**src/rtl/prbs_pkg.sv**
```systemverilog
// Shared constants for the PRBS9 link-test receive path: LFSR taps, FSM encoding
// and default lock/loss tuning.
package prbs_pkg;

   localparam int unsigned TAP_A = 8;
   localparam int unsigned TAP_B = 4;

   localparam logic [1:0] IDLE   = 2'd0;
   localparam logic [1:0] SYNC   = 2'd1;
   localparam logic [1:0] LOCKED = 2'd2;
   localparam logic [1:0] DONE   = 2'd3;

   localparam int unsigned SYNC_LEN_DEF = 16;
   localparam int unsigned LOSS_WIN_DEF = 64;
   localparam int unsigned LOSS_THR_DEF = 8;

   // History depth of PRBS9; prediction is only meaningful once this many bits are in.
   localparam logic [3:0] FILL_FULL = 4'd9;

endpackage

```
**src/rtl/prbs9_lfsr_core.sv**
```systemverilog
// PRBS9 history register: shifts in either the received bit (sync) or its own
// prediction (free-running reference once locked).
module prbs9_lfsr_core
   import prbs_pkg::*;
(
   input  logic i_clk,
   input  logic i_rst,
   input  logic i_en,
   input  logic i_load_pred,
   input  logic i_rx_bit,
   output logic o_pred
);

   logic [8:0] r_hist;
   logic       w_load_bit;

   assign o_pred     = r_hist[TAP_A] ^ r_hist[TAP_B];
   assign w_load_bit = i_load_pred ? o_pred : i_rx_bit;

   always_ff @(posedge i_clk) begin
      if (i_rst) begin
         r_hist <= '0;
      end else if (i_en) begin
         r_hist <= {r_hist[7:0], w_load_bit};
      end
   end

endmodule

```
**src/rtl/prbs9_ber_ctrl.sv**
```systemverilog
// PRBS9 receive controller: self-synchronises a reference to rx, then counts
// compared bits and errors over a window, re-syncing on loss of lock.
module prbs9_ber_ctrl
   import prbs_pkg::*;
#(
   parameter int unsigned CNT_W    = 32,
   parameter int unsigned SYNC_LEN = SYNC_LEN_DEF,
   parameter int unsigned LOSS_WIN = LOSS_WIN_DEF,
   parameter int unsigned LOSS_THR = LOSS_THR_DEF
) (
   input  logic             i_clk,
   input  logic             i_rst,
   input  logic             i_start,
   input  logic [CNT_W-1:0] i_win_len,
   input  logic             i_rx_valid,
   input  logic             i_rx_bit,
   output logic             o_busy,
   output logic             o_locked,
   output logic             o_done,
   output logic [CNT_W-1:0] o_bit_count,
   output logic [CNT_W-1:0] o_err_count,
   output logic [7:0]       o_loss_count
);

   localparam int unsigned MW = $clog2(SYNC_LEN + 1);
   localparam int unsigned BW = $clog2(LOSS_WIN + 1);
   localparam int unsigned EW = $clog2(LOSS_THR + 1);
   localparam logic [MW-1:0] SYNC_V   = MW'(SYNC_LEN);
   localparam logic [BW-1:0] BLK_LAST = BW'(LOSS_WIN - 1);
   localparam logic [EW-1:0] THR_V    = EW'(LOSS_THR);

   logic [1:0]       r_state, w_state_nxt;
   logic [CNT_W-1:0] r_win_len;
   logic [CNT_W-1:0] r_bit_count, w_bit_nxt, w_bit_inc;
   logic [CNT_W-1:0] r_err_count, w_err_nxt, w_err_inc;
   logic [7:0]       r_loss_count, w_loss_nxt, w_loss_inc;
   logic [3:0]       r_fill, w_fill_nxt;
   logic [MW-1:0]    r_match, w_match_nxt, w_match_inc;
   logic [BW-1:0]    r_blk_cnt, w_blk_cnt_nxt;
   logic [EW-1:0]    r_blk_err, w_blk_err_nxt, w_blk_err_inc;
   logic             w_pred, w_mis, w_hist_en, w_load_pred;

   prbs9_lfsr_core u_lfsr (
      .i_clk       (i_clk),
      .i_rst       (i_rst),
      .i_en        (w_hist_en),
      .i_load_pred (w_load_pred),
      .i_rx_bit    (i_rx_bit),
      .o_pred      (w_pred)
   );

   assign w_mis         = i_rx_bit ^ w_pred;
   assign w_bit_inc     = (&r_bit_count)  ? r_bit_count  : r_bit_count + CNT_W'(1);
   assign w_err_inc     = (&r_err_count)  ? r_err_count  : r_err_count + CNT_W'(1);
   assign w_loss_inc    = (&r_loss_count) ? r_loss_count : r_loss_count + 8'd1;
   assign w_match_inc   = r_match + MW'(1);
   assign w_blk_err_inc = r_blk_err + EW'(w_mis);

   always_comb begin
      w_state_nxt   = r_state;
      w_bit_nxt     = r_bit_count;
      w_err_nxt     = r_err_count;
      w_loss_nxt    = r_loss_count;
      w_fill_nxt    = r_fill;
      w_match_nxt   = r_match;
      w_blk_cnt_nxt = r_blk_cnt;
      w_blk_err_nxt = r_blk_err;
      w_hist_en     = 1'b0;
      w_load_pred   = 1'b0;
      if (i_start) begin
         w_state_nxt = SYNC;
         w_bit_nxt   = '0;
         w_err_nxt   = '0;
         w_loss_nxt  = '0;
         w_fill_nxt  = '0;
         w_match_nxt = '0;
      end else if (i_rx_valid) begin
         case (r_state)
            SYNC: begin
               w_hist_en = 1'b1;
               if (r_fill != FILL_FULL) begin
                  w_fill_nxt = r_fill + 4'd1;
               end else if (!w_mis) begin
                  w_match_nxt = w_match_inc;
                  if (w_match_inc == SYNC_V) begin
                     w_state_nxt   = LOCKED;
                     w_blk_cnt_nxt = '0;
                     w_blk_err_nxt = '0;
                  end
               end else begin
                  w_match_nxt = '0;
               end
            end
            LOCKED: begin
               w_hist_en   = 1'b1;
               w_load_pred = 1'b1;
               w_bit_nxt   = w_bit_inc;
               if (w_mis) w_err_nxt = w_err_inc;
               if (r_blk_cnt == BLK_LAST) begin
                  w_blk_cnt_nxt = '0;
                  w_blk_err_nxt = '0;
               end else begin
                  w_blk_cnt_nxt = r_blk_cnt + BW'(1);
                  w_blk_err_nxt = w_blk_err_inc;
               end
               // Window completion wins over a loss detected on the same bit.
               if ((r_win_len != '0) && (w_bit_inc == r_win_len)) begin
                  w_state_nxt = DONE;
               end else if (w_blk_err_inc == THR_V) begin
                  w_state_nxt = SYNC;
                  w_loss_nxt  = w_loss_inc;
                  w_fill_nxt  = '0;
                  w_match_nxt = '0;
               end
            end
            default: ;
         endcase
      end
   end

   always_ff @(posedge i_clk) begin
      if (i_rst) begin
         r_state      <= IDLE;
         r_win_len    <= '0;
         r_bit_count  <= '0;
         r_err_count  <= '0;
         r_loss_count <= '0;
         r_fill       <= '0;
         r_match      <= '0;
         r_blk_cnt    <= '0;
         r_blk_err    <= '0;
      end else begin
         r_state      <= w_state_nxt;
         r_bit_count  <= w_bit_nxt;
         r_err_count  <= w_err_nxt;
         r_loss_count <= w_loss_nxt;
         r_fill       <= w_fill_nxt;
         r_match      <= w_match_nxt;
         r_blk_cnt    <= w_blk_cnt_nxt;
         r_blk_err    <= w_blk_err_nxt;
         if (i_start) r_win_len <= i_win_len;
      end
   end

   assign o_busy       = (r_state == SYNC) || (r_state == LOCKED);
   assign o_locked     = (r_state == LOCKED);
   assign o_done       = (r_state == DONE);
   assign o_bit_count  = r_bit_count;
   assign o_err_count  = r_err_count;
   assign o_loss_count = r_loss_count;

endmodule

```
**config.mk**
```make
export PLATFORM = sky130hd
export DESIGN_NAME = prbs9_ber_ctrl
export DESIGN_NICKNAME = d
export VERILOG_FILES = /design/src/rtl/prbs_pkg.sv /design/src/rtl/prbs9_lfsr_core.sv /design/src/rtl/prbs9_ber_ctrl.sv
export SDC_FILE = /design/constraint.sdc
export NUM_CORES = 1
export LEC_CHECK = 0
export CAP_MARGIN = 15
export CELL_PAD_IN_SITES_DETAIL_PLACEMENT = 1
export CELL_PAD_IN_SITES_GLOBAL_PLACEMENT = 2
export CORE_ASPECT_RATIO = 0.6
export CORE_UTILIZATION = 35
export CTS_CLUSTER_DIAMETER = 40
export DETAILED_ROUTE_END_ITERATION = 12
export GPL_ROUTABILITY_DRIVEN = 0
export HOLD_SLACK_MARGIN = 0.15
export PLACE_DENSITY_LB_ADDON = 0.1
export RECOVER_POWER = 100
export SYNTH_ARGS = -nofsm -noshare
export SYNTH_HDL_FRONTEND = slang
export SYNTH_SLANG_ARGS = --single-unit
export TNS_END_PERCENT = 50
```
**constraint.sdc**
```tcl
create_clock -name i_clk -period 5.97 [get_ports i_clk]
set_input_delay 0.597 -clock i_clk [delete_from_list [all_inputs] [get_ports i_clk]]
set_output_delay 0.597 -clock i_clk [all_outputs]
set_load 0.005 [all_outputs]
```
-- Word level (Yosys, flattened, before mapping)
Index checks and enable logic that the tools add are counted.
- bits in registers: 135
- bits of input ports: 37
- output and inout port bits: 75
- word-level logic and storage cells: 97
- $add $sub $neg: 7
- equality and inequality tests: 19
- multiplexer cells: 35
- bitwise operators: 6
- reduce and logical (&&, ||, !) cells: 19
- operator list (operator ; count):
    $add A32 B1 Y32 const B ; 2
    $reduce_and A32 Y1 ; 2
    $eq A32 B32 Y1 ; 1
    $mux W32 ; 1
    $reduce_bool A32 Y1 ; 1
    $mux W4 ; 7
    $mux W7 ; 4
    $mux W5 ; 4
    $reduce_and A6 Y1 ; 3
    $pmux W4 S2 ; 2
    $reduce_and A5 Y1 ; 3
    $pmux W7 S2 ; 1
    $mux W2 ; 5
    $ne A2 B2 Y1 const B ; 5
    $pmux W5 S2 ; 1
    $mux W1 ; 9
    $ne A3 B3 Y1 const B ; 3
    $add A8 B1 Y8 const B ; 1
    $reduce_and A8 Y1 ; 1
    $add A7 B1 Y7 const B ; 1
    $eq A7 B6 Y1 const B ; 1
    $add A5 B1 Y5 const B ; 1
    $eq A5 B5 Y1 const B ; 1
    $add A4 B1 Y4 ; 1
    18 further kinds ; 25

-- Depth between registers and ports, before layout
- word-level depth: 9
- mapped depth: 13
- gate-level depth less buffers: 13

-- Hierarchy
A second synthesis with hierarchy kept.
- cells, all modules: 932
- area, all modules: 7599.8 sq um
- modules (own cells, without submodules) (module ; times used ; cells an instance ; area an instance (sq um) ; seq. area each (sq um)):
    prbs9_ber_ctrl ; 1 ; 900 ; 7240.7 ; 2522.4
    prbs9_lfsr_core ; 1 ; 32 ; 359.1 ; 180.2

-- Worst setup path before layout
Ideal clock, no wire load.
- kind: input-to-reg
- from: in i_rx_bit
- to: reg r_loss_count[7], in the netlist o_loss_count[7]
- setup time: 70 ps
- arrival: 3084 ps
- data required time: 5900 ps
- setup slack: 2816 ps
- stages: 11
- buffers on the path: 0
- path through: xor2_1 -> ha_1 -> ha_1 -> nand4_1 -> nor2_1 -> a21oi_1 -> or3_2 -> a311oi_1 -> nand4_1 -> or3_1 -> a21oi_1
- longest elaborated chain between the ends: 4
- ends and longest elaborated chain (item ; line ; source):
    from (decl) ; prbs9_ber_ctrl.sv:16 ; input logic i_rx_bit,
    $xor A1 B1 Y1 ; prbs9_ber_ctrl.sv:52 ; assign w_mis = i_rx_bit ^ w_pred;
    $add A4 B1 Y4 ; prbs9_ber_ctrl.sv:57 ; assign w_blk_err_inc = r_blk_err + EW'(w_mis);
    $eq A4 B4 Y1 ; prbs9_ber_ctrl.sv:109 ; end else if (w_blk_err_inc == THR_V) begin
    $reduce_and A5 Y1 (no line) ; - ;
    to (signal assigned) ; prbs9_ber_ctrl.sv:136 ; r_loss_count <= w_loss_nxt;
    to (decl) ; prbs9_ber_ctrl.sv:36 ; logic [7:0] r_loss_count, w_loss_nxt, w_loss_inc;
Every way passes these cells.
A chain may end at the register's enable or synchronous reset.

-- Worst setup path after layout
- from: reg r_bit_count[1], in the netlist o_bit_count[1]
- to: reg r_fill[3]
- longest elaborated chain between the ends: 6
- elaborated cells between the ends (all ways): 7
- those cells by class: 1 x add/sub; 2 x eq/ne; 1 x mux; 3 x reduce/logical
- ends and longest elaborated chain (item ; line ; source):
    from (decl) ; prbs9_ber_ctrl.sv:34 ; logic [CNT_W-1:0] r_bit_count, w_bit_nxt, w_bit_inc;
    from (signal assigned) ; prbs9_ber_ctrl.sv:134 ; r_bit_count <= w_bit_nxt;
    $add A32 B1 Y32 or $reduce_and A32 Y1 (tied branches) ; prbs9_ber_ctrl.sv:53 ; assign w_bit_inc = (&r_bit_count) ? r_bit_count : r_bit_count + CNT_W'(1);
    $mux W32 * ; prbs9_ber_ctrl.sv:53 ;
    $eq A32 B32 Y1 * ; prbs9_ber_ctrl.sv:107 ; if ((r_win_len != '0) && (w_bit_inc == r_win_len)) begin
    $logic_and A1 B1 Y1 * ; prbs9_ber_ctrl.sv:107 ;
    $ne A2 B2 Y1 (no line) * ; - ;
    $reduce_and A5 Y1 (no line) * ; - ;
    to (signal assigned) ; prbs9_ber_ctrl.sv:137 ; r_fill <= w_fill_nxt;
    to (decl) ; prbs9_ber_ctrl.sv:37 ; logic [3:0] r_fill, w_fill_nxt;
Mark *: on every way between the ends. The rest lies on a longest branch, timed or not.

==> qor.yml <==
setup_path:
  start_kind: "flip-flop"
  cp_slowest_cell: "nor3_1"
  r2r-start: "o_bit_count[1]"
  ff2ff_setup_slack_ps: 1160
  worstReg2RegEnd: "r_fill[3]"
  cp_max_fo: 8
  rr_worst_depth: 11
  arrival_ps: 5100
  max_stage_delay_ps: 700
  cp_data_required_time_ps: 6260
  critPathKind: "flip-flop to flip-flop"
  crit_chain: "ha_1 > nand3_1 > nor3_1 > nand3_1 > o31ai_1 > o2111ai_1 > nor4b_1 > nand4b_1 > nor3_1 > a211oi_1 > a311oi_1"
  endpoint_kind: "flip-flop"
grt:
  overflow: 0
  grt_max_degree: 50
  grt_pass1_vias: 6707
  track_usage_pct: 23.56
  grt_pass1_wl_um: 39520
  antenna_found_initial: 1
drt:
  viasPerCell: 5.532
  vias: 7109
  ant_nets: 0
  dr.first_iter.drc_count: 474
  wl_per_cell_um: 19.80
  first_pass_iters: 4
  finalWirelength_um: 25440
  drc: 0
sta:
  fin_skew_ps: 14.26
  tightestPinTransition_ps: 3020
  fmax_mhz: 207.9
  setup_violations: 0
  fin_tns_setup_ps: 0
  min_period_over_period_pct: 80.57
  slew_headroom_pct: -101.3
  min_period_ps: 4810
  hold_viol: 0
  drv_slew: 123
  rsz0062_at_grt: "no"
run_status:
  outcome: "finished, violations left"
  violations: "max-capacitance violations, max-slew violations"
layout:
  final_layout_size_suffix_gt1_share_pct: 5.964
  fin_nets: 1042
  num_antenna_cells: 0
  post-route-util_pct: 44.38
  seq_area_um2: 2703
  multi_input_comb_area_um2: 4524
  fillers: 2514
  syn_to_final_growth_pct: 24.03
clock_network:
  post-cts-setup-buffers: 0
  postCtsHoldBufs: 0
  ctsRootBufferMaster: "clkbuf_16"
  cts_buffer_depth: 2
  clk_pin_slew_ps: 70
  cts_tree: "done"
  clock-sinks: 135
  post_cts_resized: 0
  numCtsBuffers: 17
  clk_latency_ps: 430
  cts_max_level: 4
yosys:
  synth_seq_cells: 135
  synthCells: 901
  ys_seq_area_share_pct: 35.82
  ys.flop_type: "dfxtp_1"
  synth_top_area_cell: "dfxtp_1"
  synth_top_area_share_pct: 35.82
  synthArstFlopShare_pct: 0
  yosysUniqueCellTypes: 76
  synth-edff-count: 0
  synth.cell_area_um2: 7545
  avgSynthCellArea_um2: 8.374
  syn_nets: 950
  synth.area.top_cells: "dfxtp_1, xor2_1, mux2i_1"
  synth_warnings: 0
die:
  rows: 41
  dieArea_um2: 22170
  core_um2: 21080
  die_w_um: 191.5
  io_pins: 112
  die_y_um: 115.7
  start_util_pct: 35.78
placement:
  hpwl_um: 18710
  portBuffers: 111
min_path:
  min_to: "r_match[1]"
  min-delay-start: "r_match[1]"
  hp-class: "flip-flop to flip-flop"
  hold_depth: 2
power_and_ir_drop:
  p_leak_uw: 0.003520
  ir_drop_mv: 0.1993
  power_density_nw_per_um2: 231.1
flow_run:
  drv_cap: 3
-- per-stage QoR --
stage	std cells	total power (uW)	hold slack, ps	area [um2]	worst slack, ps
floorplan	901	1036	436.8	7545	2816
global placement	1253	1098	464.8	8818	1829
detailed placement	1253	1099	479.1	8818	1769
CTS	1285	2187	492.4	9410	1893
global route	1285	2248	519.5	9358	861.9
finish	1285	2163	488.3	9358	1160
-- cells in the mapped netlist (7+ instances only) --
cell type,instances
xor2_1,59
nor4_1,17
or3_1,23
buf_2,11
ha_1,12
mux2i_1,51
and3_1,18
nand3_1,45
and4_1,14
xnor2_1,39
nor2_1,134
inv_1,20
dfxtp_1,135
o21ai_0,38
nor3_1,14
a31oi_1,7
nand4_1,36
nand2_1,70
a21oi_1,29
clkbuf_1,24
-- routing by layer --
metal / global-route usage [%] / wire length, um
met5: 0 / 9
met4: 4.868 / 132
met3: 6.208 / 1684
met2: 28.67 / 8984
met1: 38.93 / 14630
-- logic make-up (layout without fill, tap and decap cells) --
logic type | count (synthesis) | after routing | synth area share [%]
fa+ha+maj | 12 | 12 | 1.990
xor+xnor | 98 | 98 | 11.38
flops | 135 | 135 | 35.82
compound gates | 122 | 122 | 10.38
simple gates | 422 | 422 | 30.03
buf+inv | 61 | 166 | 3.632
mux | 51 | 51 | 6.766
-- cell type report --
cell class	count	area share, %
clock buffer	17	4.546
clock inverter	15	1.778
inverter	20	0.8022
multi-input combinational	705	48.35
sequential	135	28.88
tap	279	3.730
timing repair buffer	114	11.91
-- cell usage in the layout, fill, tap and decap left out, types with 18 or more instances in the layout --
master / synthesis / final
and3_1: 18 / 18
or3_1: 23 / 23
dlygate4sd3_1: 0 / 75
xor2_1: 59 / 59
nand2_1: 70 / 70
a21oi_1: 29 / 29
xnor2_1: 39 / 39
nand3_1: 45 / 46
nor2_1: 134 / 136
clkdlybuf4s50_1: 0 / 34
mux2i_1: 51 / 51
dfxtp_1: 135 / 135
nand4_1: 36 / 36
o21ai_0: 38 / 38
inv_1: 20 / 20
-- registers in the layout (all words and copies together), names as in the netlist --
register and count:
u_lfsr.r_hist 9, r_match 5, r_win_len 32, r_blk_err 4, r_fill 4, o_loss_count 8, o_bit_count 32, r_blk_cnt 7
r_state 2, o_err_count 32
-- power by group --
part	internal (uW)	switching, uW	leakage [uW]
registers	915	21.7	0.00109
clock network	626	457	0.000293
logic	66.1	76.5	0.00213
-- worst max path at each step --
stage                         from         endpoint  slack [ps]  cells after the start
finish              o_bit_count[1]        r_fill[3]        1160                     11
global route                 i_rst   o_bit_count[4]         860                      5
CTS                 o_bit_count[1]        r_fill[3]        1890                     11
detailed placement        i_rx_bit  o_loss_count[5]        1770                     13
global placement          i_rx_bit  o_loss_count[5]        1830                     13
floorplan                 i_rx_bit  o_loss_count[7]        2820                     11
-- critical path, delay by kind of cell, from the launching register on --
kind / cells / cell delay [ps]
AND/OR/NAND/NOR: 6 / 2920
adder cells (fa/ha/maj): 1 / 370
AO/OA/AOI/OAI: 4 / 850
flip-flops: 1 / 510
Note: power is estimated with default switching activity, not from simulation.
